## config.mk

```make
export PLATFORM = sky130hd
export DESIGN_NAME = csr_trap_unit_flat
export DESIGN_NICKNAME = d
export VERILOG_FILES = /design/src/rtl/csr_trap_unit_if.sv /design/src/rtl/csr_trap_unit.sv /design/src/flat_wrapper.sv
export SDC_FILE = /design/constraint.sdc
export NUM_CORES = 1
export LEC_CHECK = 0
export ABC_AREA = 1
export CAP_MARGIN = 20
export CORE_UTILIZATION = 55
export CTS_CLUSTER_DIAMETER = 30
export DETAILED_ROUTE_END_ITERATION = 12
export DONT_BUFFER_PORTS = 1
export GPL_TIMING_DRIVEN = 0
export PLACE_DENSITY = 0.7
export SLEW_MARGIN = 0
export SYNTH_ARGS = -nofsm -noshare
export SYNTH_HDL_FRONTEND = slang
export SYNTH_SLANG_ARGS = --single-unit
export TNS_END_PERCENT = 20
```

## constraint.sdc

```tcl
create_clock -name clk -period 6.49 [get_ports clk]
set_input_delay 1.298 -clock clk [delete_from_list [all_inputs] [get_ports clk]]
set_output_delay 1.298 -clock clk [all_outputs]
set_load 0.01 [all_outputs]
```

## src/rtl/csr_trap_unit_if.sv

```systemverilog
// Core-side bundle of the machine-mode CSR/trap unit: CSR access, trap inputs and PC redirect.
// The core drives through master; the trap unit connects through slave.
interface csr_trap_unit_if #(
  parameter int XLEN = 32
);
  logic [11:0]     csr_addr;
  logic [1:0]      csr_op;
  logic [XLEN-1:0] csr_wdata;
  logic [XLEN-1:0] csr_rdata;
  logic [XLEN-1:0] pc;
  logic            inst_valid;
  logic            exc_valid;
  logic [3:0]      exc_cause;
  logic [XLEN-1:0] exc_tval;
  logic            is_mret;
  logic            is_wfi;
  logic            trap_taken;
  logic            redirect_valid;
  logic [XLEN-1:0] redirect_pc;
  logic            stall;

  modport master (
    output csr_addr, csr_op, csr_wdata, pc, inst_valid, exc_valid, exc_cause, exc_tval,
           is_mret, is_wfi,
    input  csr_rdata, trap_taken, redirect_valid, redirect_pc, stall
  );

  modport slave (
    input  csr_addr, csr_op, csr_wdata, pc, inst_valid, exc_valid, exc_cause, exc_tval,
           is_mret, is_wfi,
    output csr_rdata, trap_taken, redirect_valid, redirect_pc, stall
  );
endinterface

```

## src/rtl/csr_trap_unit.sv

```systemverilog
// Machine-mode CSR file, trap/mret redirect and WFI stall for the single-cycle RV32 core.
// Optional 64-bit mcycle/minstret counters are built when CSR_COUNTERS_EN is defined.
module csr_trap_unit #(
  parameter int          XLEN         = 32,
  parameter int          NUM_PLAT_IRQ = 4,
  parameter int          SYNC_STAGES  = 2,
  parameter logic [31:0] MTVEC_RESET  = 32'h0000_0000
) (
  input  logic                    clk,
  input  logic                    rst,
  csr_trap_unit_if.slave          bus,
  input  logic                    irq_ext_i,
  input  logic                    irq_timer_i,
  input  logic                    irq_soft_i,
  input  logic [NUM_PLAT_IRQ-1:0] irq_plat_i
);
  localparam int NL = NUM_PLAT_IRQ + 3;
  localparam logic [11:0] A_MSTATUS = 12'h300, A_MIE = 12'h304, A_MTVEC = 12'h305;
  localparam logic [11:0] A_MEPC = 12'h341, A_MCAUSE = 12'h342, A_MTVAL = 12'h343, A_MIP = 12'h344;
  localparam logic [11:0] A_MCYCLE = 12'hB00, A_MCYCLEH = 12'hB80;
  localparam logic [11:0] A_MINSTRET = 12'hB02, A_MINSTRETH = 12'hB82;
  localparam logic [XLEN-1:0] MIE_MASK =
    ((((32'h1 << NUM_PLAT_IRQ) - 32'h1) << 16) | 32'h0000_0888);

  typedef enum logic {ST_RUN = 1'b0, ST_WAIT = 1'b1} state_e;

  state_e          state_q, state_d;
  logic            mstatus_mie_q, mstatus_mie_d, mstatus_mpie_q, mstatus_mpie_d;
  logic [XLEN-1:0] mie_q, mie_d, mtvec_q, mtvec_d, mepc_q, mepc_d;
  logic [XLEN-1:0] mcause_q, mcause_d, mtval_q, mtval_d;
  logic [NL-1:0]   sync_q [SYNC_STAGES];
  logic [NL-1:0]   irq_line_s;
  logic [XLEN-1:0] mip_s, pend_s, rd_val_s, csr_new_s, trap_tval_s, mtvec_base_s;
  logic [63:0]     mcycle_s, minstret_s;
  logic            impl_s, op_s, act_s, illegal_s, exc_s, irq_s, trap_s, mret_s, csr_we_s;
  logic            trap_irq_s;
  logic [4:0]      trap_cause_s;

  // Highest-priority pending interrupt: MEI > MSI > MTI > lowest platform line.
  function automatic logic [4:0] irq_cause(input logic [XLEN-1:0] p);
    logic [4:0] c;
    c = 5'd0;
    for (int i = NUM_PLAT_IRQ - 1; i >= 0; i--) begin
      if (p[16+i]) c = 5'(16 + i);
    end
    if (p[7])  c = 5'd7;
    if (p[3])  c = 5'd3;
    if (p[11]) c = 5'd11;
    return c;
  endfunction

  // Interrupt line synchronisers.
  always_ff @(posedge clk) begin
    if (rst) begin
      for (int i = 0; i < SYNC_STAGES; i++) sync_q[i] <= '0;
    end else begin
      sync_q[0] <= {irq_plat_i, irq_ext_i, irq_timer_i, irq_soft_i};
      for (int i = 1; i < SYNC_STAGES; i++) sync_q[i] <= sync_q[i-1];
    end
  end

  assign irq_line_s = sync_q[SYNC_STAGES-1];

  // Pending view and read mux.
  always_comb begin
    mip_s = '0;
    mip_s[3]  = irq_line_s[0];
    mip_s[7]  = irq_line_s[1];
    mip_s[11] = irq_line_s[2];
    mip_s[16 +: NUM_PLAT_IRQ] = irq_line_s[NL-1:3];
    pend_s = mip_s & mie_q;
    impl_s = 1'b1;
    case (bus.csr_addr)
      A_MSTATUS:   rd_val_s = {19'd0, 2'b11, 3'd0, mstatus_mpie_q, 3'd0, mstatus_mie_q, 3'd0};
      A_MIE:       rd_val_s = mie_q;
      A_MTVEC:     rd_val_s = mtvec_q;
      A_MEPC:      rd_val_s = mepc_q;
      A_MCAUSE:    rd_val_s = mcause_q;
      A_MTVAL:     rd_val_s = mtval_q;
      A_MIP:       rd_val_s = mip_s;
      A_MCYCLE:    rd_val_s = mcycle_s[31:0];
      A_MCYCLEH:   rd_val_s = mcycle_s[63:32];
      A_MINSTRET:  rd_val_s = minstret_s[31:0];
      A_MINSTRETH: rd_val_s = minstret_s[63:32];
      default: begin
        rd_val_s = '0;
        impl_s   = 1'b0;
      end
    endcase
    case (bus.csr_op)
      2'b01:   csr_new_s = bus.csr_wdata;
      2'b10:   csr_new_s = rd_val_s | bus.csr_wdata;
      2'b11:   csr_new_s = rd_val_s & ~bus.csr_wdata;
      default: csr_new_s = rd_val_s;
    endcase
  end

  assign op_s      = (bus.csr_op != 2'b00);
  assign act_s     = (state_q == ST_RUN) & bus.inst_valid;
  assign illegal_s = act_s & op_s & ~impl_s;
  assign exc_s     = act_s & bus.exc_valid;
  assign irq_s     = act_s & (|pend_s) & mstatus_mie_q;
  assign trap_s    = illegal_s | exc_s | irq_s;
  assign mret_s    = act_s & bus.is_mret & ~trap_s;
  assign csr_we_s  = act_s & op_s & ~trap_s;
  assign mtvec_base_s = {mtvec_q[XLEN-1:2], 2'b00};

  // Trap cause selection and redirect target.
  always_comb begin
    trap_cause_s = 5'd0;
    trap_irq_s   = 1'b0;
    trap_tval_s  = '0;
    if (illegal_s) begin
      trap_cause_s = 5'd2;
    end else if (exc_s) begin
      trap_cause_s = {1'b0, bus.exc_cause};
      trap_tval_s  = bus.exc_tval;
    end else if (irq_s) begin
      trap_cause_s = irq_cause(pend_s);
      trap_irq_s   = 1'b1;
    end else begin
      trap_cause_s = 5'd0;
    end
    if (trap_s) begin
      if (trap_irq_s && (mtvec_q[1:0] == 2'b01)) begin
        bus.redirect_pc = mtvec_base_s + {25'd0, trap_cause_s, 2'b00};
      end else begin
        bus.redirect_pc = mtvec_base_s;
      end
    end else if (mret_s) begin
      bus.redirect_pc = mepc_q;
    end else begin
      bus.redirect_pc = '0;
    end
  end

  assign bus.csr_rdata      = op_s ? rd_val_s : '0;
  assign bus.trap_taken     = trap_s;
  assign bus.redirect_valid = trap_s | mret_s;
  assign bus.stall          = (state_q == ST_WAIT);

  // CSR next-state and WFI transitions; a trap masks both the CSR write and mret.
  always_comb begin
    state_d        = state_q;
    mstatus_mie_d  = mstatus_mie_q;
    mstatus_mpie_d = mstatus_mpie_q;
    mie_d          = mie_q;
    mtvec_d        = mtvec_q;
    mepc_d         = mepc_q;
    mcause_d       = mcause_q;
    mtval_d        = mtval_q;
    if (trap_s) begin
      mepc_d         = {bus.pc[XLEN-1:2], 2'b00};
      mcause_d       = {trap_irq_s, 26'd0, trap_cause_s};
      mtval_d        = trap_tval_s;
      mstatus_mpie_d = mstatus_mie_q;
      mstatus_mie_d  = 1'b0;
    end else if (mret_s) begin
      mstatus_mie_d  = mstatus_mpie_q;
      mstatus_mpie_d = 1'b1;
    end else if (csr_we_s) begin
      case (bus.csr_addr)
        A_MSTATUS: begin
          mstatus_mie_d  = csr_new_s[3];
          mstatus_mpie_d = csr_new_s[7];
        end
        A_MIE:    mie_d    = csr_new_s & MIE_MASK;
        A_MTVEC:  mtvec_d  = {csr_new_s[XLEN-1:2], (csr_new_s[1:0] == 2'b01) ? 2'b01 : 2'b00};
        A_MEPC:   mepc_d   = {csr_new_s[XLEN-1:2], 2'b00};
        A_MCAUSE: mcause_d = csr_new_s;
        A_MTVAL:  mtval_d  = csr_new_s;
        default:  mtval_d  = mtval_q;
      endcase
    end else begin
      mtval_d = mtval_q;
    end
    case (state_q)
      ST_RUN:  state_d = (act_s & bus.is_wfi & ~trap_s) ? ST_WAIT : ST_RUN;
      ST_WAIT: state_d = (|pend_s) ? ST_RUN : ST_WAIT;
      default: state_d = ST_RUN;
    endcase
  end

  // CSR and FSM state registers.
  always_ff @(posedge clk) begin
    if (rst) begin
      state_q        <= ST_RUN;
      mstatus_mie_q  <= 1'b0;
      mstatus_mpie_q <= 1'b0;
      mie_q          <= '0;
      mtvec_q        <= MTVEC_RESET;
      mepc_q         <= '0;
      mcause_q       <= '0;
      mtval_q        <= '0;
    end else begin
      state_q        <= state_d;
      mstatus_mie_q  <= mstatus_mie_d;
      mstatus_mpie_q <= mstatus_mpie_d;
      mie_q          <= mie_d;
      mtvec_q        <= mtvec_d;
      mepc_q         <= mepc_d;
      mcause_q       <= mcause_d;
      mtval_q        <= mtval_d;
    end
  end

`ifdef CSR_COUNTERS_EN
  logic [63:0] mcycle_q, mcycle_d, minstret_q, minstret_d;

  // Counter increment; a CSR write to one half replaces that half's increment.
  always_comb begin
    mcycle_d   = mcycle_q + 64'd1;
    minstret_d = minstret_q + ((act_s & ~trap_s) ? 64'd1 : 64'd0);
    if (csr_we_s) begin
      case (bus.csr_addr)
        A_MCYCLE:    mcycle_d[31:0]    = csr_new_s;
        A_MCYCLEH:   mcycle_d[63:32]   = csr_new_s;
        A_MINSTRET:  minstret_d[31:0]  = csr_new_s;
        A_MINSTRETH: minstret_d[63:32] = csr_new_s;
        default:     mcycle_d          = mcycle_q + 64'd1;
      endcase
    end else begin
      mcycle_d = mcycle_q + 64'd1;
    end
  end

  // Counter registers.
  always_ff @(posedge clk) begin
    if (rst) begin
      mcycle_q   <= 64'd0;
      minstret_q <= 64'd0;
    end else begin
      mcycle_q   <= mcycle_d;
      minstret_q <= minstret_d;
    end
  end

  assign mcycle_s   = mcycle_q;
  assign minstret_s = minstret_q;
`else
  assign mcycle_s   = 64'd0;
  assign minstret_s = 64'd0;
`endif
endmodule

```

## src/flat_wrapper.sv

```systemverilog
// flat-port wrapper written by rule: the top's interface ports become plain ports
module csr_trap_unit_flat 
#(
  parameter int          XLEN         = 32,
  parameter int          NUM_PLAT_IRQ = 4,
  parameter int          SYNC_STAGES  = 2,
  parameter logic [31:0] MTVEC_RESET  = 32'h0000_0000
)
  (clk, rst, irq_ext_i, irq_timer_i, irq_soft_i, irq_plat_i, bus_csr_addr, bus_csr_op, bus_csr_wdata, bus_pc, bus_inst_valid, bus_exc_valid, bus_exc_cause, bus_exc_tval, bus_is_mret, bus_is_wfi, bus_csr_rdata, bus_trap_taken, bus_redirect_valid, bus_redirect_pc, bus_stall);
  csr_trap_unit_if #(.XLEN(XLEN)) bus_i ();
  input  logic clk;
  input  logic rst;
  input  logic irq_ext_i;
  input  logic irq_timer_i;
  input  logic irq_soft_i;
  input  logic [NUM_PLAT_IRQ-1:0] irq_plat_i;
  input wire logic [$bits(bus_i.csr_addr)-1:0] bus_csr_addr;
  input wire logic [$bits(bus_i.csr_op)-1:0] bus_csr_op;
  input wire logic [$bits(bus_i.csr_wdata)-1:0] bus_csr_wdata;
  input wire logic [$bits(bus_i.pc)-1:0] bus_pc;
  input wire logic [$bits(bus_i.inst_valid)-1:0] bus_inst_valid;
  input wire logic [$bits(bus_i.exc_valid)-1:0] bus_exc_valid;
  input wire logic [$bits(bus_i.exc_cause)-1:0] bus_exc_cause;
  input wire logic [$bits(bus_i.exc_tval)-1:0] bus_exc_tval;
  input wire logic [$bits(bus_i.is_mret)-1:0] bus_is_mret;
  input wire logic [$bits(bus_i.is_wfi)-1:0] bus_is_wfi;
  output wire logic [$bits(bus_i.csr_rdata)-1:0] bus_csr_rdata;
  output wire logic [$bits(bus_i.trap_taken)-1:0] bus_trap_taken;
  output wire logic [$bits(bus_i.redirect_valid)-1:0] bus_redirect_valid;
  output wire logic [$bits(bus_i.redirect_pc)-1:0] bus_redirect_pc;
  output wire logic [$bits(bus_i.stall)-1:0] bus_stall;
  assign bus_i.csr_addr = bus_csr_addr;
  assign bus_i.csr_op = bus_csr_op;
  assign bus_i.csr_wdata = bus_csr_wdata;
  assign bus_i.pc = bus_pc;
  assign bus_i.inst_valid = bus_inst_valid;
  assign bus_i.exc_valid = bus_exc_valid;
  assign bus_i.exc_cause = bus_exc_cause;
  assign bus_i.exc_tval = bus_exc_tval;
  assign bus_i.is_mret = bus_is_mret;
  assign bus_i.is_wfi = bus_is_wfi;
  assign bus_csr_rdata = bus_i.csr_rdata;
  assign bus_trap_taken = bus_i.trap_taken;
  assign bus_redirect_valid = bus_i.redirect_valid;
  assign bus_redirect_pc = bus_i.redirect_pc;
  assign bus_stall = bus_i.stall;
  csr_trap_unit #(.XLEN(XLEN), .NUM_PLAT_IRQ(NUM_PLAT_IRQ), .SYNC_STAGES(SYNC_STAGES), .MTVEC_RESET(MTVEC_RESET)) u_core (.clk(clk), .rst(rst), .bus(bus_i), .irq_ext_i(irq_ext_i), .irq_timer_i(irq_timer_i), .irq_soft_i(irq_soft_i), .irq_plat_i(irq_plat_i));
endmodule
```

==> metrics.md, run 1 <==
| Metric | Value |
|---|---|
| Antenna-violating nets left | 0 |
| Number of max-cap violations | 0 |
| Post-Syn Area | 0.0100 mm² |
| Post-Syn Area per Cell | between 5 and 6 µm² |
| Most frequent standard cell in the layout excluding fill and tap cells | nand2_1 |
| Post-synthesis sequential area ratio | 0.298 |
| Hold wc startpoint | u_core.sync_q[0][2]$_SDFF_PP0_ |
| Crit-path max cell delay | 0.45 ns |
| Pin count of the biggest net entering global routing | 17 |
| Critical-path top delay cell | fa_1 |
| Row Count | 48 |
| Unique masters post-synth | 41 |
| Clock transition at the registers of the reported paths | 0.07 ns |
| Setup Viol. Count Final | 0 |
| Core ar. | 0.0175 mm² |
| GRT overflow | 0 |
| PwrDens | approximately 220 mW/mm² |
| Antenna violations before repair | 1 |
| Clk Latency, worst-skew pair | ~0.43 ns |
| Max Root-Sink Buffers | 2 |
| Period utilization | 0.975 |
| Tmin final | 6.33 ns |
| Startpoint types | primary input |
| Most common flop cell mapped by yosys | dfxtp_1 |
| # fillers | ~1,800 |
| Vias in the first global route | 10,300 |
| Num Clock Sinks | 149 |
| Post-synthesis compound-gate area fraction | 0.146 |
| Post-synth ARST share | 0 |
| CTS H-tree depth | 4 |
| Setup CP Type | in2out |
| Die Ht | between 100 and 150 µm |
| Critical-path maximum fanout | 10 |
| Die area | 0.0187 mm² |
| Wire length per cell | 19.9 µm |
| Via-to-Cell Ratio | 5.83 |
| Post-synthesis simple-gate area fraction | 0.402 |
| PortBufs | 0 |
| GPL Wtd Cong | 1.05 |
| Most common cell on crit path | nand2_1 |
| Synth Register Bits | 149 |
| Routed via count | 11,800 |
| Tot Pwr | 2.38 mW |
| Status | completed |
| Die X | 137 µm |
| Critical R2R Launch | u_core.bus.stall$_SDFF_PP0_ |
| Final Hold Viols | 0 |
| Worst Setup End Kind | output pin |
| CTS tree | done |
| Slew headroom | 0.389 |
| Post-synth EDFFs | 0 |
| CP Launch Point | bus_csr_addr[5] |
| Worst hold path class | reg2reg |
| Layout cells sized above 1 | 0.0630 |
| Ys Warns | 0 |
| Lkg Pwr | between 5 and 6 nW |
| Tightest Pin Transition | 0.910 ns |
| Slew Limit Fails | 0 |
| Unrepaired setup endpoints after global routing | no |
| Iter 0 DRT Violations | ~1,700 |
| Dominant combinational cell family by area after synthesis | simple AND/OR/NAND/NOR gates |
| Commonest non-fill, non-tap cells in the layout | nand2_1, nor2_1, inv_1, dfxtp_1, o21ai_0 |
| WP data arrival | 5.03 ns |
| Cts bufs inserted | 17 |
| CP Cell Sequence | nor2_2, nand2_1, nor2_4, nand2_2, nand2_1, nor2_1, inv_2, nor2_4, inv_2, o211ai_1, inv_1, ha_1, inv_1, fa_1, inv_1, nand2_1, o21ai_1, a31oi_1, nor2_1, xor2_1, nand2_1, nand2_1, nand2_1, nand2_1 |
| Final setup TNS | 0 ns |
| DRC viols | 0 |
| VDD IR max | 0.201 mV |
| Layout net count | 1,915 |
| Initial Utilization | 0.571 |
| Mux contribution to synthesized area | 0 |
| Post-Synthesis Cells | 1,762 |
| Fmax | roughly 160 MHz |
| Area growth syn-to-layout | 9.03% |
| XOR/XNOR Fraction of Synth Area | 0.0228 |
| Routed WL | 40.3 mm |
| Num ports | a little under 200 |
| Gr usage total | 0.433 |
| HPWL Detailed | 32.1 mm |
| Synth Area in Adders | 0.00825 |
| CTS Hold Bufs | 0 |
| Req. time, crit path | 5.19 ns |
| First drt pass iteration count | 8 |
| Clk root buf | clkbuf_16 |
| First-pass GRT wire length | a little under 60 mm |
| Clock Skews | 0.00885 ns |
## logic make-up (layout without fill, tap and decap cells)
logic type	count (synthesis)	count (layout)
fa+ha+maj	6	6
buf+inv	299	331
flops	149	149
other cells	1	3
simple gates	1001	1001
xor+xnor	26	26
compound gates	280	280
## final timing paths
check,cells after the start,end,slack (ns)
worst min register to register,2,u_core.sync_q[0][9]$_SDFF_PP0_,0.41
worst max register to register,12,u_core.mepc_q[25]$_SDFFE_PP0P_,3.86
worst max-delay path,24,bus_redirect_pc[18],0.16
worst min-delay path,2,u_core.sync_q[0][9]$_SDFF_PP0_,0.41
## flip-flops by register name (all words and copies together), names as in the netlist
name,count
u_core.bus.stall,1
u_core.mie_q,7
u_core.mstatus_mpie_q,1
u_core.mstatus_mie_q,1
u_core.mcause_q,32
u_core.mepc_q,30
u_core.sync_q,14
u_core.mtval_q,32
u_core.mtvec_q,31
## power by group
group / switching [mW] / internal (mW)
sequential: 0.0552 / 0.962
combinational: 0.246 / 0.0911
clock: 0.440 / 0.589
total: 0.741 / 1.64
## routing by layer
| layer | vias to the layer above | wire length, µm | GRT usage |
|---|---|---|---|
| met1 | 5302 | 16000 | 0.595 |
| met4 | 2 | 1180 | 0.135 |
| met2 | 858 | 16400 | 0.627 |
| met5 | - | 40 | 0 |
| li1 | 5525 | - | - |
| met3 | 96 | 6600 | 0.157 |
## synth_stat cells (2+ instances only)
cell type	instances	share of area
a21oi_1	101	0.051
a31oi_1	5	0.0031
buf_1	5	0.0019
buf_2	33	0.017
buf_4	15	0.011
clkbuf_1	35	0.013
clkinv_1	2	0.00075
dfxtp_1	149	0.30
ha_1	5	0.0063
inv_1	201	0.075
inv_2	7	0.0026
nand2_1	603	0.23
nand2_2	6	0.0038
nand3_1	84	0.042
nand3_2	2	0.0020
nand4_1	9	0.0056
nor2_1	266	0.10
nor2_2	4	0.0025
nor2_4	5	0.0056
nor3_1	15	0.0075
nor4_1	2	0.0012
o211ai_1	2	0.0015
o21ai_0	123	0.062
o21ai_1	18	0.0090
o21bai_1	2	0.0015
o22ai_1	24	0.015
xor2_1	25	0.022
## through the flow
step	setup WS, ns	hold slack (ns)	area [µm²]	cells	utilization
global placement	-0.310	0.392	10300	1988	0.587
global route	0.00416	0.420	10900	2020	0.622
finish	0.163	0.405	10900	2021	0.622
CTS	0.0846	0.404	10900	2020	0.622
detailed placement	-0.276	0.396	10300	1988	0.587
floorplan	1.08	0.388	10000	1763	-
## critical path, delay by kind of cell
family,cells,cell delay (ns)
fa+ha+maj,2,0.59
xor+xnor,1,0.16
buf+inv,5,0.61
compound gates,3,0.79
simple gates,13,1.56
## repair_timing
action                                  4_1_cts  5_1_grt
endpoints found under the setup margin        6        9
gates resized for setup                       2        4
setup buffers                                 0        0
## layout make-up
class,instances,area [µm²],share of cell area
clock inverters,14,164,0.0150
well taps,225,282,0.0258
inverters,210,788,0.0722
clock buffers,18,439,0.0402
plain buffers,89,439,0.0402
flip-flops and latches,149,2980,0.273
diodes,1,2.50,0.000229
multi-input cells,1315,5810,0.533
Note: power is estimated with default switching activity, not from simulation.
==> run 2, diff against run 1 <==
Settings changed: PLACE_DENSITY 0.7 to not set, PLACE_DENSITY_LB_ADDON set to 0.1.
==> run 2 against run 1 <==
Against the previous run:
- flip-flop and latch count unchanged
- global-route usage decreased by 0.16 points
- setup slack got worse by 0.044 ns
- wire length increased by 0.50%
- non-clock buffer count unchanged
- clock power about the same
- die area unchanged
- count of clock-buffer cells in the layout unchanged
- critical path type unchanged
- critical endpoint is now bus_redirect_pc[31]
- largest cell class unchanged
==> metrics.md, run 2 (synthesis gave the netlist of run 1 again) <==
| Metric | Value |
|---|---|
| Status | completed |
| CP Cell Sequence | buf_2, nor2_4, nor2_2, nand2_1, nor2_1, inv_2, nor2_4, inv_2, buf_1, nand2_1, inv_1, ha_1, a21oi_1, o21ai_2, a21oi_2, nor2_1, nand2_1, xor2_1, nand2_1, nand2_1, nand2_1, nand2_1 |
| Via-to-Cell Ratio | 5.79 |
| Layout net count | 1,915 |
| Commonest non-fill, non-tap cells in the layout | nand2_1, nor2_1, inv_1, dfxtp_1, o21ai_0 |
| GPL Wtd Cong | 1.06 |
| DRC viols | 0 |
| PwrDens | 217 mW/mm² |
| Tot Pwr | 2.36 mW |
| Pre-CTS setup slack | -0.0397 ns |
| CTS tree | done |
| Slew headroom | 0.441 |
| Clock transition at the registers of the reported paths | 0.07 ns |
| Die X | 137 µm |
| Die Ht | around 140 µm |
| Req. time, crit path | 5.19 ns |
| Regs by FF count | u_core.mcause_q (32), u_core.mtval_q (32), u_core.mtvec_q (31) |
| Most common cell on crit path | nand2_1 |
| First drt pass iteration count | 7 |
| Clock Skews | 0.0135 ns |
| Row Count | 48 |
| Antenna-violating nets left | 0 |
| Period utilization | 0.982 |
| Tmin final | 6.37 ns |
| Post-CTS setup buffer count | 0 |
| Worst hold path class | reg2reg |
| Final Core Density | 0.621 |
| Critical-path top delay cell | a21oi_2 |
| Initial Utilization | 0.571 |
| Core ar. | 0.0175 mm² |
| GRT overflow | 0 |
| Worst setup margin | around 0.12 ns |
| Num Clock Sinks | approximately 150 |
| Routed WL | slightly above 40 mm |
| Most frequent standard cell in the layout excluding fill and tap cells | nand2_1 |
| Wire length per cell | 20.0 µm |
| Post-Layout Cell Count | 2,020 |
| Tightest Pin Transition | 0.831 ns |
| Cts bufs inserted | 17 |
| Num ports | a little under 200 |
| Number of max-cap violations | 0 |
| Gr usage total | 0.432 |
| Cells after DPL | 1,988 |
| PortBufs | 0 |
| HPWL Detailed | 32.4 mm |
| Clk Latency, worst-skew pair | 0.45 ns |
| Pin count of the biggest net entering global routing | 17 |
| Final setup TNS | 0 ns |
| # diodes | 0 |
| Critical-path maximum fanout | 10 |
| CTS Hold Bufs | 0 |
| Die area | 0.0187 mm² |
| Iter 0 DRT Violations | 1,404 |
| Final Hold Viols | 0 |
| Area growth syn-to-layout | 8.84% |
| Fmax | 157 MHz |
| Routed via count | around 12,000 |
| Max Root-Sink Buffers | 2 |
| Setup Viol. Count Final | 0 |
| Vias in the first global route | 10,000 |
| Slew Limit Fails | 0 |
| Lkg Pwr | about 5.6 nW |
| Clk root buf | clkbuf_16 |
| Crit-path max cell delay | 0.35 ns |
| Setup CP Type | in2out |
| First-pass GRT wire length | roughly 59 mm |
| Layout cells sized above 1 | 0.0624 |
| Startpoint types | primary input |
| Unrepaired setup endpoints after global routing | no |
| Worst Setup End Kind | output pin |
| Antenna violations before repair | 1 |
| WP data arrival | between 5 and 6 ns |
| VDD IR max | between 0.2 and 0.25 mV |
| # fillers | 1,763 |
| CTS H-tree depth | 4 |
## run 2: changes by cell type in the layout (fill, tap and decap cells not counted)
cell / change
nor2_2: -1
diode_2: -1
clkbuf_8: -1
clkbuf_1: +1
clkinv_4: +1
o21ai_2: +1
bufinv_16: -1
o21ai_1: -1
inv_6: -3
inv_8: +4
nor2_1: +1
clkinv_2: -1
## run 2: final timing paths
check	startpoint	to	slack, ns	cells past startpoint
setup / recovery	bus_csr_op[1]	bus_redirect_pc[31]	0.12	22
hold / removal	u_core.sync_q[0][1]$_SDFF_PP0_	u_core.sync_q[0][8]$_SDFF_PP0_	0.40	2
setup reg to reg	u_core.bus.stall$_SDFF_PP0_	u_core.mepc_q[14]$_SDFFE_PP0P_	3.91	12
hold reg to reg	u_core.sync_q[0][1]$_SDFF_PP0_	u_core.sync_q[0][8]$_SDFF_PP0_	0.40	2
## run 2: area by class of cell
class / instances / area [µm²] / area share
inverters: 210 / 788 / 0.0724
multi-input cells: 1315 / 5820 / 0.534
flip-flops and latches: 149 / 2980 / 0.274
plain buffers: 89 / 439 / 0.0403
clock inverters: 14 / 156 / 0.0144
clock buffers: 18 / 429 / 0.0394
well taps: 225 / 282 / 0.0258
## run 2: stage by stage
stage / instance area [µm²] / hold WS (ns)
3_5_place_dp: 10300 / 0.395
4_1_cts: 10900 / 0.405
6_report: 10900 / 0.403
3_3_place_gp: 10300 / 0.392
5_1_grt: 10900 / 0.425
2_1_floorplan: 10000 / 0.388
## run 2: critical path: cells and delay by family
family | cells | cell delay, ns
xor gates and xnor gates | 1 | 0.18
AOI/OAI and AO/OA | 3 | 0.77
and+or+nand+nor | 12 | 1.71
buffers and inverters | 5 | 0.78
adders and majority gates | 1 | 0.34
## run 2: power by group
part           internal [mW]  total, mW  switching [mW]
sequential             0.962       1.02          0.0574
combinational         0.0911      0.333           0.242
clock                  0.548       1.01           0.463
## run 2: repair_timing
item	in CTS	in global routing
gates cloned	0	0
setup endpoints to repair	2	8
resized for setup	1	5
## run 2: metal layers
| metal | vias to the layer above | part of all wire | GRT usage |
|---|---|---|---|
| met5 | - | 0 | 0 |
| met4 | 0 | 0.034 | 0.151 |
| met3 | 104 | 0.16 | 0.138 |
| met2 | 825 | 0.41 | 0.625 |
| met1 | 5242 | 0.39 | 0.597 |
| li1 | 5523 | - | - |
==> run 3, diff against run 2 <==
Settings changed: SKIP_LAST_GASP set to 1.
==> run 3 against run 2 <==
Against the previous run:
- final area barely moved
- clock power about the same
- sequential share of layout area is essentially flat
- clock skew is 0.00071 ns lower
- maximum frequency up 0.17%
- die area unchanged
- global-route usage unchanged
- largest cell class unchanged
- power decreased by 0.16%
- register-to-register slack is essentially flat
- critical path depth stayed put
- critical endpoint unchanged
- setup slack better by 0.010 ns
- combinational power hardly changed
==> metrics.md, run 3 (synthesis gave the netlist of run 1 again) <==
| Metric | Value |
|---|---|
| Status | completed |
| Routed via count | 11,600 |
| Die Ht | 137 µm |
| Regs by FF count | u_core.mcause_q (32), u_core.mtval_q (32), u_core.mtvec_q (31) |
| HPWL Detailed | 32.4 mm |
| GPL Wtd Cong | 1.06 |
| Setup Viol. Count Final | 0 |
| Clock Skews | 0.0128 ns |
| Cells after DPL | 1,988 |
| GRT overflow | 0 |
| Via-to-Cell Ratio | 5.75 |
| Pin count of the biggest net entering global routing | 17 |
| Worst hold path class | reg2reg |
| # diodes | 0 |
| Initial Utilization | 0.571 |
| Number of max-cap violations | 0 |
| Post-Layout Cell Count | approximately 2,000 |
| First-pass GRT wire length | a little under 60 mm |
| WP data arrival | between 5 and 6 ns |
| Clock network fraction of total power | 0.427 |
| Hold WS | between 0.4 and 0.5 ns |
| Die area | 0.0187 mm² |
| Antenna-violating nets left | 0 |
| Cts bufs inserted | 17 |
| Combinational share of power | 0.141 |
| Antenna violations before repair | 1 |
| Tmin final | 6.36 ns |
| PwrDens | 217 mW/mm² |
| DRC viols | 0 |
| Switch share | 0.322 |
| Post-CTS setup buffer count | 0 |
| Internal power | 1.60 mW |
| Final setup TNS | 0 ns |
| Clk Latency, worst-skew pair | roughly 0.44 ns |
| Num ports | 194 |
| Worst Setup End Kind | output pin |
| Wire length per cell | between 20 and 25 µm |
| Final Hold Viols | 0 |
| Most frequent standard cell in the layout excluding fill and tap cells | nand2_1 |
| Req. time, crit path | around 5.2 ns |
| Fmax | 157 MHz |
| Slew Limit Fails | 0 |
| CTS tree | done |
| Unrepaired setup endpoints after global routing | yes |
| Met2 wire len | 16.7 mm |
| Num Clock Sinks | 149 |
| VDD IR max | around 0.21 mV |
| Core ar. | 0.0175 mm² |
| Commonest non-fill, non-tap cells in the layout | nand2_1, nor2_1, inv_1, dfxtp_1, o21ai_0 |
| Seq pwr share | 0.432 |
| Layout cells sized above 1 | 0.0618 |
| Clock transition at the registers of the reported paths | 0.07 ns |
| Max Root-Sink Buffers | 2 |
| CTS H-tree depth | 4 |
| Startpoint types | primary input |
| Die X | 137 µm |
| Iter 0 DRT Violations | 1,326 |
| Lkg Pwr | 5.63 nW |
| Placed standard-cell area | 0.0103 mm² |
| Routed WL | 40.4 mm |
| Layout net count | 1,915 |
| Critical-path maximum fanout | 10 |
| Design Area, Final | 0.0109 mm² |
| CTS Hold Bufs | 0 |
| First drt pass iteration count | 8 |
| Vias in the first global route | between 10,000 and 15,000 |
| Slew headroom | 0.388 |
| Period utilization | 0.980 |
| Setup CP Type | in2out |
| Clk root buf | clkbuf_16 |
| WL met3 | 6.25 mm |
| Top layer in use | met4 |
| Row Count | 48 |
| Area growth syn-to-layout | 8.80% |
| Routed length on met1 | 16.1 mm |
| NetSw | 0.759 mW |
| # fillers | 1,762 |
| Tightest Pin Transition | 0.909 ns |
| Gr usage total | 0.432 |
| PortBufs | 0 |
## run 3: path summary, 6_finish.rpt
kind | slack (ns) | cells after the start | to | startpoint
setup / recovery | 0.13 | 22 | bus_redirect_pc[31] | bus_csr_op[1]
hold / removal | 0.40 | 2 | u_core.sync_q[0][8]$_SDFF_PP0_ | u_core.sync_q[0][1]$_SDFF_PP0_
setup reg to reg | 3.92 | 11 | u_core.mtvec_q[15]$_SDFFE_PP0P_ | u_core.sync_q[0][7]$_SDFF_PP0_
hold reg to reg | 0.40 | 2 | u_core.sync_q[0][8]$_SDFF_PP0_ | u_core.sync_q[0][1]$_SDFF_PP0_
## run 3: power groups by stage
| stage | logic, mW | clock network [mW] | registers (mW) |
|---|---|---|---|
| 2_1_floorplan | 0.227 | 0 | 1.00 |
| 3_3_place_gp | 0.311 | 0 | 1.03 |
| 3_5_place_dp | 0.318 | 0 | 1.03 |
| 4_1_cts | 0.321 | 0.998 | 1.01 |
| 5_1_grt | 0.362 | 1.03 | 1.02 |
| 6_report | 0.332 | 1.01 | 1.02 |
## run 3: stage by stage
| step | setup WS [ns] | util | power (mW) |
|---|---|---|---|
| floorplan | 1.08 | - | 1.23 |
| global placement | 0.00434 | 0.587 | 1.34 |
| finish | 0.129 | 0.621 | 2.36 |
| CTS | 0.0639 | 0.620 | 2.33 |
| global route | -0.0238 | 0.621 | 2.41 |
| detailed placement | -0.0397 | 0.587 | 1.35 |
## run 3: final cells by class
class / instances / area [µm²] / area share
Buffer: 89 / 439 / 0.0403
Clock buffer: 18 / 429 / 0.0394
Clock inverter: 14 / 156 / 0.0144
Inverter: 210 / 788 / 0.0724
Multi-Input combinational cell: 1315 / 5810 / 0.534
Sequential cell: 149 / 2980 / 0.274
Tap cell: 225 / 282 / 0.0259
## run 3: metal layers
metal | vias up | track usage
met5 | - | 0
met4 | 0 | 0.151
met3 | 104 | 0.138
met2 | 765 | 0.625
met1 | 5221 | 0.597
li1 | 5525 | -
## run 3: what timing repair did
action | CTS | global route
gates resized for setup | 1 | 4
pin swaps | 0 | 0
setup endpoints to repair | 2 | 8
## run 3: critical path, stage by stage
cell and delay, ns:
buf_2 0.19, nor2_4 0.12, nor2_2 0.27, nand2_1 0.09, nor2_1 0.14, inv_2 0.06
nor2_4 0.25, inv_2 0.19, buf_1 0.27, nand2_1 0.25, inv_1 0.07, ha_1 0.34
a21oi_1 0.25, o21ai_2 0.15, a21oi_2 0.34, nor2_1 0.13, nand2_1 0.17, xor2_1 0.17
nand2_1 0.07, nand2_1 0.06, nand2_1 0.05, nand2_1 0.13
